$ cat src/rtl/mem_arbiter.sv
// Two-port (fetch/data) arbiter in front of a single-ported memory.
// One transaction in flight: arbitrate -> ISSUE (grant + memory access) -> RESP (response pulse).
module mem_arbiter #(
    parameter logic [31:0] BASE_ADDR    = 32'h8002_0000,
    parameter int unsigned MEM_BYTES    = 1048576,
    parameter int unsigned STARVE_LIMIT = 2
) (
    input  logic        clk,
    input  logic        rst_n,
    input  logic        if_req,
    input  logic [31:0] if_addr,
    output logic        if_gnt,
    output logic        if_rvalid,
    input  logic        d_req,
    input  logic        d_we,
    input  logic [1:0]  d_size,
    input  logic [31:0] d_addr,
    input  logic [31:0] d_wdata,
    output logic        d_gnt,
    output logic        d_rvalid,
    output logic [31:0] rsp_rdata,
    output logic        rsp_err,
    output logic [31:0] mem_addr,
    output logic [31:0] mem_wdata,
    output logic        mem_writing,
    output logic [1:0]  mem_access_size,
    input  logic [31:0] mem_rdata
);

    localparam int unsigned ADDR_W = 32;
    localparam int unsigned DATA_W = 32;
    localparam int unsigned CNT_W  = 4;

    localparam logic [1:0] ST_IDLE  = 2'd0;
    localparam logic [1:0] ST_ISSUE = 2'd1;
    localparam logic [1:0] ST_RESP  = 2'd2;

    localparam logic [1:0] SZ_WORD = 2'b00;
    localparam logic [1:0] SZ_HALF = 2'b01;
    localparam logic [1:0] SZ_BYTE = 2'b10;
    localparam logic [1:0] SZ_BAD  = 2'b11;

    localparam logic [CNT_W-1:0] STARVE_MAX = CNT_W'(STARVE_LIMIT);
    localparam logic [ADDR_W:0]  LO_ADDR    = {1'b0, BASE_ADDR};
    localparam logic [ADDR_W:0]  HI_ADDR    = (ADDR_W + 1)'(BASE_ADDR)
                                            + (ADDR_W + 1)'(MEM_BYTES)
                                            - (ADDR_W + 1)'(1);

    logic [1:0]        state_q, state_d;
    logic [CNT_W-1:0]  starve_q, starve_d;
    logic              owner_fetch_q, owner_fetch_d;
    logic              we_q, we_d;
    logic              err_q, err_d;

    logic              if_gnt_q, if_gnt_d;
    logic              d_gnt_q, d_gnt_d;
    logic              if_rvalid_q, if_rvalid_d;
    logic              d_rvalid_q, d_rvalid_d;
    logic [DATA_W-1:0] rsp_rdata_q, rsp_rdata_d;
    logic              rsp_err_q, rsp_err_d;
    logic [ADDR_W-1:0] mem_addr_q, mem_addr_d;
    logic [DATA_W-1:0] mem_wdata_q, mem_wdata_d;
    logic              mem_writing_q, mem_writing_d;
    logic [1:0]        mem_size_q, mem_size_d;

    logic              sel_fetch;
    logic [ADDR_W-1:0] sel_addr;
    logic [1:0]        sel_size;
    logic              sel_we;
    logic [DATA_W-1:0] sel_wdata;
    logic [ADDR_W:0]   sel_span;
    logic              sel_size_bad;
    logic              sel_align_bad;
    logic              sel_range_bad;
    logic              sel_err;
    logic              arb_take;

    // Winner of the next arbitration and the fields it would latch.
    always_comb begin
        sel_fetch = if_req && (!d_req || (starve_q == STARVE_MAX));
        sel_addr  = sel_fetch ? if_addr : d_addr;
        sel_size  = sel_fetch ? SZ_WORD : d_size;
        sel_we    = !sel_fetch && d_we;
        sel_wdata = sel_fetch ? '0 : d_wdata;
    end

    // Access legality; the range test is done in 33 bits so a top-of-space access cannot wrap.
    always_comb begin
        sel_span = '0;
        case (sel_size)
            SZ_WORD: sel_span = (ADDR_W + 1)'(3);
            SZ_HALF: sel_span = (ADDR_W + 1)'(1);
            default: sel_span = '0;
        endcase
        sel_size_bad  = (sel_size == SZ_BAD);
        sel_align_bad = ((sel_size == SZ_WORD) && (sel_addr[1:0] != 2'b00))
                      || ((sel_size == SZ_HALF) && sel_addr[0]);
        sel_range_bad = ({1'b0, sel_addr} < LO_ADDR)
                      || (({1'b0, sel_addr} + sel_span) > HI_ADDR);
        sel_err       = sel_size_bad || sel_align_bad || sel_range_bad;
    end

    always_comb begin
        state_d       = state_q;
        starve_d      = starve_q;
        owner_fetch_d = owner_fetch_q;
        we_d          = we_q;
        err_d         = err_q;
        if_gnt_d      = 1'b0;
        d_gnt_d       = 1'b0;
        if_rvalid_d   = 1'b0;
        d_rvalid_d    = 1'b0;
        rsp_rdata_d   = rsp_rdata_q;
        rsp_err_d     = rsp_err_q;
        mem_addr_d    = '0;
        mem_wdata_d   = '0;
        mem_writing_d = 1'b0;
        mem_size_d    = SZ_WORD;
        arb_take      = 1'b0;

        case (state_q)
            ST_ISSUE: begin
                state_d     = ST_RESP;
                rsp_rdata_d = (we_q || err_q) ? '0 : mem_rdata;
                rsp_err_d   = err_q;
                if (owner_fetch_q) begin
                    if_rvalid_d = 1'b1;
                end else begin
                    d_rvalid_d = 1'b1;
                end
            end
            default: begin
                // IDLE and RESP both arbitrate, giving one transaction per two cycles.
                if (if_req || d_req) begin
                    arb_take      = 1'b1;
                    state_d       = ST_ISSUE;
                    owner_fetch_d = sel_fetch;
                    we_d          = sel_we;
                    err_d         = sel_err;
                    if_gnt_d      = sel_fetch;
                    d_gnt_d       = !sel_fetch;
                    mem_addr_d    = sel_addr;
                    mem_wdata_d   = sel_wdata;
                    mem_size_d    = sel_size;
                    mem_writing_d = sel_we && !sel_err;
                end else begin
                    state_d = ST_IDLE;
                end
            end
        endcase

        if (!if_req) begin
            starve_d = '0;
        end else if (arb_take) begin
            if (sel_fetch) begin
                starve_d = '0;
            end else if (starve_q < STARVE_MAX) begin
                starve_d = starve_q + CNT_W'(1);
            end
        end
    end

    always_ff @(posedge clk or negedge rst_n) begin
        if (!rst_n) begin
            state_q       <= ST_IDLE;
            starve_q      <= '0;
            owner_fetch_q <= 1'b0;
            we_q          <= 1'b0;
            err_q         <= 1'b0;
            if_gnt_q      <= 1'b0;
            d_gnt_q       <= 1'b0;
            if_rvalid_q   <= 1'b0;
            d_rvalid_q    <= 1'b0;
            rsp_rdata_q   <= '0;
            rsp_err_q     <= 1'b0;
            mem_addr_q    <= '0;
            mem_wdata_q   <= '0;
            mem_writing_q <= 1'b0;
            mem_size_q    <= SZ_WORD;
        end else begin
            state_q       <= state_d;
            starve_q      <= starve_d;
            owner_fetch_q <= owner_fetch_d;
            we_q          <= we_d;
            err_q         <= err_d;
            if_gnt_q      <= if_gnt_d;
            d_gnt_q       <= d_gnt_d;
            if_rvalid_q   <= if_rvalid_d;
            d_rvalid_q    <= d_rvalid_d;
            rsp_rdata_q   <= rsp_rdata_d;
            rsp_err_q     <= rsp_err_d;
            mem_addr_q    <= mem_addr_d;
            mem_wdata_q   <= mem_wdata_d;
            mem_writing_q <= mem_writing_d;
            mem_size_q    <= mem_size_d;
        end
    end

    assign if_gnt          = if_gnt_q;
    assign d_gnt           = d_gnt_q;
    assign if_rvalid       = if_rvalid_q;
    assign d_rvalid        = d_rvalid_q;
    assign rsp_rdata       = rsp_rdata_q;
    assign rsp_err         = rsp_err_q;
    assign mem_addr        = mem_addr_q;
    assign mem_wdata       = mem_wdata_q;
    assign mem_writing     = mem_writing_q;
    assign mem_access_size = mem_size_q;

endmodule

$ cat config.mk
export PLATFORM = sky130hd
export DESIGN_NAME = mem_arbiter
export DESIGN_NICKNAME = d
export VERILOG_FILES = /design/src/rtl/mem_arbiter.sv
export SDC_FILE = /design/constraint.sdc
export NUM_CORES = 1
export LEC_CHECK = 0
export CORE_UTILIZATION = 40
export DETAILED_ROUTE_END_ITERATION = 10
export GPL_TIMING_DRIVEN = 0
export PLACE_DENSITY = 0.79
export SYNTH_ARGS = -nofsm -noshare
export SYNTH_HDL_FRONTEND = slang
export SYNTH_SLANG_ARGS = --single-unit
$ cat constraint.sdc
create_clock -name clk -period 5.5 [get_ports clk]
set_input_delay 0.55 -clock clk [delete_from_list [all_inputs] [get_ports clk]]
set_output_delay 0.55 -clock clk [all_outputs]
set_load 0.01 [all_outputs]
=== Word-level counts from Yosys, hierarchy flattened ===
Index checks and enable logic that the tools add are counted.

* Add/subtract/negate cells: 2
* Order comparisons: 3
* Equal/unequal tests: 6
* Mux-type cells: 29
* Bitwise operators: 1
* Reduce and logical (&&, ||, !) cells: 19

{| class="wikitable"
|+ Operators by type and width
! kind !! count
|-
| two-way mux 32 bit || 7
|-
| adder 32 x 33 -> 33 bit || 1
|-
| > comparator 33 x 32 -> 1 bit, second input constant || 1
|-
| less-than comparator 32 bit, second input constant || 1
|-
| two-way mux 4 bit || 4
|-
| two-way mux 1 bit || 13
|-
| two-way mux 2 bit || 4
|-
| logical OR 1 bit || 7
|-
| logical AND 1 bit || 5
|-
| adder 4 x 1 -> 4 bit, second input constant || 1
|-
| equality test 2 x 1 -> 1 bit, second input constant || 2
|-
| equality test 4 x 2 -> 1 bit, second input constant || 1
|-
| less-than comparator 4 x 2 -> 1 bit, second input constant || 1
|-
| case mux 2 bit (2 select lines) || 1
|-
| AND reduction 2 bit || 2
|-
| logical NOT 1 bit || 3
|-
| != test 3 x 1 -> 1 bit, second input constant || 1
|-
| equality test 2 bit, second input constant || 1
|-
| logical NOT 2 bit || 1
|-
| != test 2 x 1 -> 1 bit, second input constant || 1
|-
| nonzero test 2 bit || 1
|-
| inverter 1 bit || 1
|}

* Bits in registers: 113
* Input port bits: 135
* Output and inout port bits: 104
* Word-level logic and storage cells: 75

=== Longest topological paths before layout ===
Gate-level depths: netlist (run 1).

* Depth after elaboration: 14
* Mapped depth: 20
* Gate-level depth less buffers: 16

=== Worst setup path after synthesis (run 1) ===
OpenSTA, ideal clock, no wires.

* Kind: register to register
* Start point: register starve_q[0]
* End point: register mem_writing_q (netlist: mem_writing)
* Arrival time: 4,348 ps
* Path slack: 1,029 ps
* Cell stages (with the launch flop): 20
* Path buffers: 4
* Clock period less this slack: 4,471 ps
* Cell sequence: dfrtp_1 -> inv_1 -> ha_1 -> or3b_1 -> buf_6 -> a21oi_4 -> buf_2 -> buf_2 -> buf_1 -> mux2i_1 -> inv_1 -> ha_1 -> a21oi_1 -> a211oi_1 -> a22oi_2 -> or3_1 -> and3_1 -> or3_1 -> nand4b_1 -> a21oi_1

* Word-level cells in the longest chain between the ends: 14
* Elaborated cells between the ends (all ways): 25

{| class="wikitable"
|+ RTL lines
! item !! RTL line !! text
|-
| from (decl) || 50 || <nowiki>logic [CNT_W-1:0] starve_q, starve_d;</nowiki>
|-
| from (signal assigned) || 182 || <nowiki>starve_q <= starve_d;</nowiki>
|-
| equality test 4 x 2 -> 1 bit (*) || 80 || <nowiki>sel_fetch = if_req && (!d_req || (starve_q == STARVE_MAX));</nowiki>
|-
| logical OR 1 bit (*) || 80 ||
|-
| logical AND 1 bit (*) || 80 ||
|-
| two-way mux 2 bit || 82 || <nowiki>sel_size = sel_fetch ? SZ_WORD : d_size;</nowiki>
|-
| equality test 2 x 1 -> 1 bit / logical NOT 2 bit (equally long branches) || 90, 97, 96 ||
|-
| case mux 2 bit (2 select lines) || 90 || <nowiki>case (sel_size)</nowiki>
|-
| adder 32 x 33 -> 33 bit || 99 || <nowiki>|| (({1'b0, sel_addr} + sel_span) > HI_ADDR);</nowiki>
|-
| > comparator 33 x 32 -> 1 bit || 99 ||
|-
| logical OR 1 bit || 99 ||
|-
| logical OR 1 bit || 100 || <nowiki>sel_err = sel_size_bad || sel_align_bad || sel_range_bad;</nowiki>
|-
| logical NOT 1 bit || 145 || <nowiki>mem_writing_d = sel_we && !sel_err;</nowiki>
|-
| logical AND 1 bit (*) || 145 ||
|-
| two-way mux 1 bit (*) || 134 || <nowiki>if (if_req || d_req) begin</nowiki>
|-
| two-way mux 1 bit (*) || 121 || <nowiki>case (state_q)</nowiki>
|-
| net mem_writing_d || 63 || <nowiki>logic mem_writing_q, mem_writing_d;</nowiki>
|-
| to (signal assigned) || 194 || <nowiki>mem_writing_q <= mem_writing_d;</nowiki>
|-
| to (decl) || 63 ||
|}

Mark *: on every way through the listed nets, which the timed path passes. The rest lies on a longest branch.
A chain may end at the register's enable or synchronous reset.

=== Final worst setup path (run 1) ===
* Start point: input port if_req
* End point: register err_q

* Word-level cells in the longest chain between the ends: 8
* Elaborated cells between the ends (all ways): 19

{| class="wikitable"
|+ RTL lines
! item !! RTL line !! text
|-
| from (decl) || 10 || <nowiki>input logic if_req,</nowiki>
|-
| logical AND 1 bit || 80 ||
|-
| two-way mux 2 bit || 82 ||
|-
| equality test 2 x 1 -> 1 bit / logical NOT 2 bit (equally long branches) || 90, 97, 96 ||
|-
| case mux 2 bit (2 select lines) || 90 ||
|-
| adder 32 x 33 -> 33 bit || 99 ||
|-
| > comparator 33 x 32 -> 1 bit || 99 ||
|-
| logical OR 1 bit || 99 ||
|-
| logical OR 1 bit || 100 ||
|-
| to (signal assigned) || 185 || <nowiki>err_q <= err_d;</nowiki>
|-
| to (decl) || 53 || <nowiki>logic err_q, err_d;</nowiki>
|}

Parallel ways exist; a longest one is shown, timed or not.

==> summary.md, run 1 <==
| Metric | Value |
|---|---|
| Status | complete, no violations |
| Synth Cell Area | 0.00500 sq mm |
| Met2 wire length | 8630 microns |
| EDFF count, synth | 0 |
| CP max stage delay | 0.53 ns |
| Share of layout cells above drive strength 1 | 5.18% |
| Final Setup Violations | 0 |
| Final cell count without fillers | 921 |
| Avg Vias per Cell | 5.44 |
| Critical path endpoint category | register |
| Seq/Total Area, Yosys | 56.5% |
| Max Cap Violations | 0 |
| ANT nets after route | 0 |
| Number of global-route vias before repair | 5019 |
| Top cell type's share of synthesized area | 56.5% |
| CTS H-Tree Depth | 4 |
| Final hold violation count | 0 |
| IO Pins | 239 |
| Synth top cells by count | 113 x dfrtp_1, 77 x nand2_1, 40 x a21oi_1 |
| Post-synthesis area per instance | 10.3 sq um |
| Synth Instances | 487 |
| Area leader, netlist | dfrtp_1 |
| Max clock buf depth | 2 |
| Die Width | 114 microns |
| Nets | 883 |
| Clock skew | 0.00890 ns |
| Syn Nets | 627 |
| Main synth FF type | dfrtp_1 |
| RSZ-0062 raised after global routing | false |
| Crit path cell chain | clkdlybuf4s50_1 > nor4bb_2 > nor2_1 > buf_2 > clkbuf_2 > clkbuf_1 > clkbuf_1 > nand2_1 > ha_1 > inv_1 > fa_1 > a211oi_1 > a22oi_1 > nor2_1 > nor4b_1 > or3_1 > nand4b_1 > a21o_1 |
| DR WL/cell | 19.3 microns |
| Post-Route WL | 17800 microns |
| Power per cell area | 390 mW/mm^2 |
| Top-count cell post-synth | dfrtp_1 |
| Worst Setup Start Kind | input pin |
| Yosys warnings | 0 |
| Synth unique cells | 48 |
| 1st-pass router iterations | 5 |
| Row cnt | 40 |
| Port Buffers | 237 |
| Hold Path Class | in -> async |
| Max layer used | met5 |
| Starting Density | 41.3% |
| CTS tree | yes |
| Clock Pin Slew Worst Setup and Hold Paths | 0.05 ns |
| Drt initial violations | 426 |
| DIE AREA | 0.0130 sq mm |
| Die Y | 114 microns |
| Final Wtd Congestion | 0.891 |
| Root Driver | clkbuf_16 |
| Most area-consuming cells after synthesis | dfrtp_1 57%, a22o_1 5.8%, nand2_1 5.8% |
| Slew @ Worst Pin | 1.14 ns |
| Crit Path Category | in -> reg |
| Num Clock Sinks | 113 |
| First-pass GRT wire length | 27200 microns |
| Core Area | 0.0121 sq mm |
| DPL Wire Length | 13100 microns |
| Total number of vias | 5010 |
| Peak supply drop | 0.251 mV |
| Ys async rst share | 100% |
| Post-Place Cells | 893 |
| Tot GR Track Use | 27.8% |
| Min Tclk post-route | 5.00 ns |
| Final total power | 3.18 mW |
| Arrival time at the worst endpoint | 5.30 ns |
| Metal-1 WL | 6850 microns |
| Metal3 WL | 1640 microns |
| P_leak | 3.57 nW |
| Worst Path Required | 5.80 ns |
| CTS buffer count | 17 |
| Final Max Slew Viols | 0 |
| P&R area growth vs syn | 62.8% |
| CP max stage cell | clkdlybuf4s50_1 |
| Worst skew pair latency | 0.41 ns |
| Grt total ovfl | 0 |
| CP max FO | 10 |
| Fmax | 200 MHz |
| Largest net degree at the start of global routing | 75 |
| Final Cycle Share | 91.0% |
| Cts hold-fix bufs | 0 |
| Residual DRC count | 0 |
| Slew margin rel. | 23.6% |
| FF+latch count, synth | 113 |
| Initial antenna violation count | 1 |
| Antenna diodes | 0 |
## power breakdown
group          total [mW]  switching, mW  internal, mW
sequential           1.11         0.0826          1.03
clock               0.990          0.359         0.631
combinational        1.07          0.524         0.549
total                3.18          0.965          2.21
## per-stage QoR
step	worst slack (ns)	hold slack (ns)	utilization [%]	TNS (ns)	cell area, sq um
after CTS	0.205	0.138	67.2	0	8140
after detailed placement	-0.0968	0.448	62.8	-0.147	7610
after global placement	-0.357	0.437	62.6	-38.99	7580
after floorplan	1.03	0.254	-	0	5000
after global routing	0.123	0.162	67.2	0	8140
final	0.498	0.127	67.2	0	8140
## critical path, delay by kind of cell
kind / cells / cell delay, ns
AO/OA/AOI/OAI: 3 / 0.80
adder cells (fa/ha/maj): 2 / 0.53
buffers and inverters: 6 / 2.13
AND/OR/NAND/NOR: 7 / 1.27
## kinds of logic after synthesis
| group | Yosys count | share of synthesized area (%) |
|---|---|---|
| adder cells (fa/ha/maj) | 5 | 1.40 |
| XOR/XNOR | 9 | 1.58 |
| AO/OA/AOI/OAI | 102 | 14.4 |
| flip-flops | 113 | 56.5 |
| buffers and inverters | 40 | 3.23 |
| multiplexers | 13 | 2.63 |
| AND/OR/NAND/NOR | 205 | 20.2 |
## worst paths after layout
check                      slack [ns]      endpoint  depth (start not counted)           from
max                              0.50         err_q                         18         if_req
min                              0.13  mem_addr[13]                          1          rst_n
max reg2reg                      0.53   mem_writing                         18    starve_q[0]
min reg2reg                      0.45      d_rvalid                          1  owner_fetch_q
max in group asynchronous        4.62  rsp_rdata[7]                          2          rst_n
min in group clk                 0.45      d_rvalid                          1  owner_fetch_q
## final cells by class
class | instances | area [sq um]
fill | 927 | 3970
sequential | 113 | 2830
timing repair buffer | 238 | 2400
multi-input combinational | 334 | 2020
clock buffer | 22 | 464
tap | 168 | 210
buffer | 28 | 119
clock inverter | 7 | 62.6
inverter | 11 | 41.3
## metal layers
metal | GRT usage (%) | vias up
li1 | - | 2253
met3 | 9.03 | 59
met1 | 31.8 | 2397
met5 | 0 | -
met4 | 12.3 | 2
met2 | 47.7 | 299
## sequential cells by signal, indices dropped and copies added, names as in the netlist, 2 cells and up
name	flops
mem_wdata	32
mem_access_size	2
rsp_rdata	32
starve_q	4
state_q	2
mem_addr	32
## what timing repair did
item,CTS,global route
endpoints found under the setup margin,0,2
buffers inserted,0,0
gates resized for setup,0,3
## placed cells by master, fill, tap and decap left out, drive strengths merged, types with 3 or more instances in the layout
master         synthesis  routed
or3                    7       7
a211oi                 4       4
nand4                 11      11
nor4                  11      11
nand2                 77      77
a21oi                 41      41
and3                  35      35
clkdlybuf4s50          0     236
nand3                 15      15
buf                   10       9
xnor2                  5       5
mux2i                 12      12
o21ai                  4       4
nor2                  26      26
xor2                   4       4
a22o                  33      33
nand2b                 3       3
clkinv                 0       5
dfrtp                113     113
ha                     4       4
inv                   11      11
nor3                  10      10
clkbuf                19      43
Power figures use the tool's default switching activity.
==> inputs of run 2 (changes only) <==
--- a/config.mk
+++ b/config.mk
@@ -7,7 +7,6 @@
 export LEC_CHECK = 0
 export CORE_UTILIZATION = 40
 export DETAILED_ROUTE_END_ITERATION = 10
-export GPL_TIMING_DRIVEN = 0
 export PLACE_DENSITY = 0.79
 export SYNTH_ARGS = -nofsm -noshare
 export SYNTH_HDL_FRONTEND = slang
==> summary.md, run 2 (same netlist as run 1, synthesis figures left out) <==
| Metric | Value |
|---|---|
| DPL Wire Length | 12200 microns (was 13100 microns) |
| Avg Vias per Cell | 5.29 (was 5.44) |
| Core Area | 0.0121 sq mm (unchanged) |
| Slew margin rel. | 40.2% (was 23.6%) |
| Share of layout cells above drive strength 1 | 5.99% (was 5.18%) |
| Antenna diodes | 0 (unchanged) |
| RR Endpoint | err_q (was mem_writing) |
| Max clock buf depth | 2 (unchanged) |
| Hold Path Class | in -> async (unchanged) |
| Max Cap Violations | 0 (unchanged) |
| Min Tclk post-route | 4.31 ns (was 5.00 ns) |
| Post-cts resize count | 0 (unchanged) |
| Worst Path Required | 5.80 ns (about the same) |
| Comb pwr share | 32.0% (was 33.8%) |
| Tot GR Track Use | 26.1% (was 27.8%) |
| DIE AREA | 0.0130 sq mm (unchanged) |
| Die Y | 114 microns (unchanged) |
| NetSw | 0.964 mW (was 0.965 mW) |
| CP max stage cell | or3b_1 (was clkdlybuf4s50_1) |
| Die Width | 114 microns (unchanged) |
| Clock Pin Slew Worst Setup and Hold Paths | 0.05 ns (about the same) |
| Final total power | 3.27 mW (was 3.18 mW) |
| CP max stage delay | 0.48 ns (was 0.53 ns) |
| Peak supply drop | 0.223 mV (was 0.251 mV) |
| Fmax | 232 MHz (was 200 MHz) |
| Final hold violation count | 0 (unchanged) |
| Reg2reg start | starve_q[0] (unchanged) |
| Crit path cell chain | inv_1 > ha_1 > or3b_1 > a21oi_4 > buf_4 > nand2_1 > nand2_1 > ha_1 > inv_1 > fa_1 > nor4_1 > a32oi_1 > xnor2_1 > o21ai_0 > a221oi_1 > nand4b_1 > a21o_1 (was clkdlybuf4s50_1 > nor4bb_2 > nor2_1 > buf_2 > clkbuf_2 > clkbuf_1 > clkbuf_1 > nand2_1 > ha_1 > inv_1 > fa_1 > a211oi_1 > a22oi_1 > nor2_1 > nor4b_1 > or3_1 > nand4b_1 > a21o_1) |
| Critical path endpoint category | register (unchanged) |
| Most common cell after layout, fill and taps aside | clkdlybuf4s50_1 (unchanged) |
| Arrival time at the worst endpoint | 4.61 ns (was 5.30 ns) |
| Worst Setup Start Kind | register (was input pin) |
| Flop pwr share | 34.1% (was 35.1%) |
| Postcts setup bufs | 0 (unchanged) |
| Drt initial violations | 378 (was 426) |
| Largest net degree at the start of global routing | 63 (was 75) |
| Nets | 863 (was 883) |
| 1st-pass router iterations | 5 (unchanged) |
| Final Cycle Share | 78.3% (was 91.0%) |
| Final Setup Violations | 0 (unchanged) |
| CTS tree | yes (unchanged) |
| CP max FO | 51 (was 10) |
| Crit Path Category | reg -> reg (was in -> reg) |
| Number of global-route vias before repair | 4760 (was 5019) |
| Clock skew | 0.0167 ns (was 0.00890 ns) |
| Worst skew pair latency | 0.41 ns (about the same) |
| Root Driver | clkbuf_16 (unchanged) |
| Row cnt | 40 (unchanged) |
| Post-Route WL | 16800 microns (was 17800 microns) |
| P_leak | 3.58 nW (was 3.57 nW) |
| Residual DRC count | 0 (unchanged) |
| Internal power | 2.30 mW (was 2.21 mW) |
| Num Clock Sinks | 113 (unchanged) |
| First-pass GRT wire length | 25600 microns (was 27200 microns) |
| CTS H-Tree Depth | 4 (unchanged) |
| Power per cell area | 401 mW/mm^2 (was 390 mW/mm^2) |
| Starting Density | 41.3% (unchanged) |
| IO Pins | 239 (unchanged) |
| DR WL/cell | 18.6 microns (was 19.3 microns) |
| Grt total ovfl | 0 (unchanged) |
| Worst reg2reg setup slack | 1.19 ns (was 0.53 ns) |
| Worst Path Buf+Inv | 3 (was 6) |
| CTS buffer count | 17 (unchanged) |
| Slew @ Worst Pin | 0.896 ns (was 1.14 ns) |
| RSZ-0062 raised after global routing | false (unchanged) |
| R2R depth | 17 (was 18) |
| ANT nets after route | 0 (unchanged) |
| Total number of vias | 4777 (was 5010) |
| Final Max Slew Viols | 0 (unchanged) |
| Final setup TNS | 0 ns (unchanged) |
| Port Buffers | 238 (was 237) |
| Crit-path leading delay family | simple AND/OR/NAND/NOR gates (was buffers and inverters) |
| Status | complete, no violations (unchanged) |
| Final Wtd Congestion | 0.922 (was 0.891) |
| Cts hold-fix bufs | 0 (unchanged) |
| P&R area growth vs syn | 62.8% (about the same) |
| Initial antenna violation count | 0 (was 1) |
| Clk network pwr share | 33.9% (was 31.2%) |
| Most frequent cells in the layout | 237 x clkdlybuf4s50_1, 113 x dfrtp_1, 77 x nand2_1, 40 x a21oi_1, 35 x and3_1 (was 236 x clkdlybuf4s50_1, 113 x dfrtp_1, 77 x nand2_1, 40 x a21oi_1, 35 x and3_1) |
| Switching portion of total power | 29.5% (was 30.4%) |
[run 2: changes by cell type in the layout (fill, tap and decap cells not counted), moves of 2 or more]
cell	delta
clkbuf_2	-2
buf_4	+8
clkinv_4	+2
buf_2	-3
buf_1	-3
bufinv_16	+2
clkbuf_1	-19
clkinv_2	-3
[run 2: final cells by class]
cell class	count	area, sq um
flip-flops and latches	113	2830
inverters	11	41.3
multi-input cells	334	2030
clock inverters	9	133
clock buffers	22	464
repair buffers	246	2440
well taps	168	210
fillers	923	3970
[run 2: worst reg2reg max path, delay by kind of cell (launching register included)]
kind	cells	cell delay (ns)
AO/OA/AOI/OAI	5	0.98
adder cells (fa/ha/maj)	3	0.81
AND/OR/NAND/NOR	5	1.20
flip-flops	1	0.38
XOR/XNOR	1	0.23
buffers and inverters	3	0.62
[run 2: routing by layer]
layer	global-route usage [%]	part of all wire, %	vias up
li1	-	-	2216
met1	31.7	41	2311
met2	43.9	49	220
met3	7.97	8.1	30
met4	9.61	2.2	0
met5	0	0	-
[run 2: power groups by stage]
stage | clock [mW] | combinational [mW] | sequential (mW)
final | 1.11 | 1.05 | 1.11
after global routing | 1.16 | 1.12 | 1.13
after CTS | 1.12 | 1.05 | 1.11
after detailed placement | 0 | 1.04 | 1.12
after global placement | 0 | 1.02 | 1.12
after floorplan | 0 | 0.336 | 1.21
[run 2: worst max path at each step]
stage / startpoint / endpoint / slack [ns] / depth (start not counted)
4_1_cts: starve_q[0] / err_q / 1.24 / 17
5_1_grt: starve_q[0] / err_q / 0.80 / 17
3_3_place_gp: d_req / err_q / 1.23 / 15
3_5_place_dp: d_req / err_q / 0.99 / 15
6_report: starve_q[0] / err_q / 1.19 / 17
2_1_floorplan: starve_q[0] / mem_writing / 1.03 / 19
[run 2: metrics by stage]
step	util [%]	instance area (sq um)	setup slack, ns	instances	hold WS [ns]
final	67.2	8140	1.19	903	0.209
after global routing	67.2	8140	0.802	903	0.279
after CTS	67.2	8140	1.24	903	0.259
after detailed placement	62.3	7550	0.992	872	0.450
after global placement	62.3	7550	1.23	872	0.433
after floorplan	-	5000	1.03	487	0.254
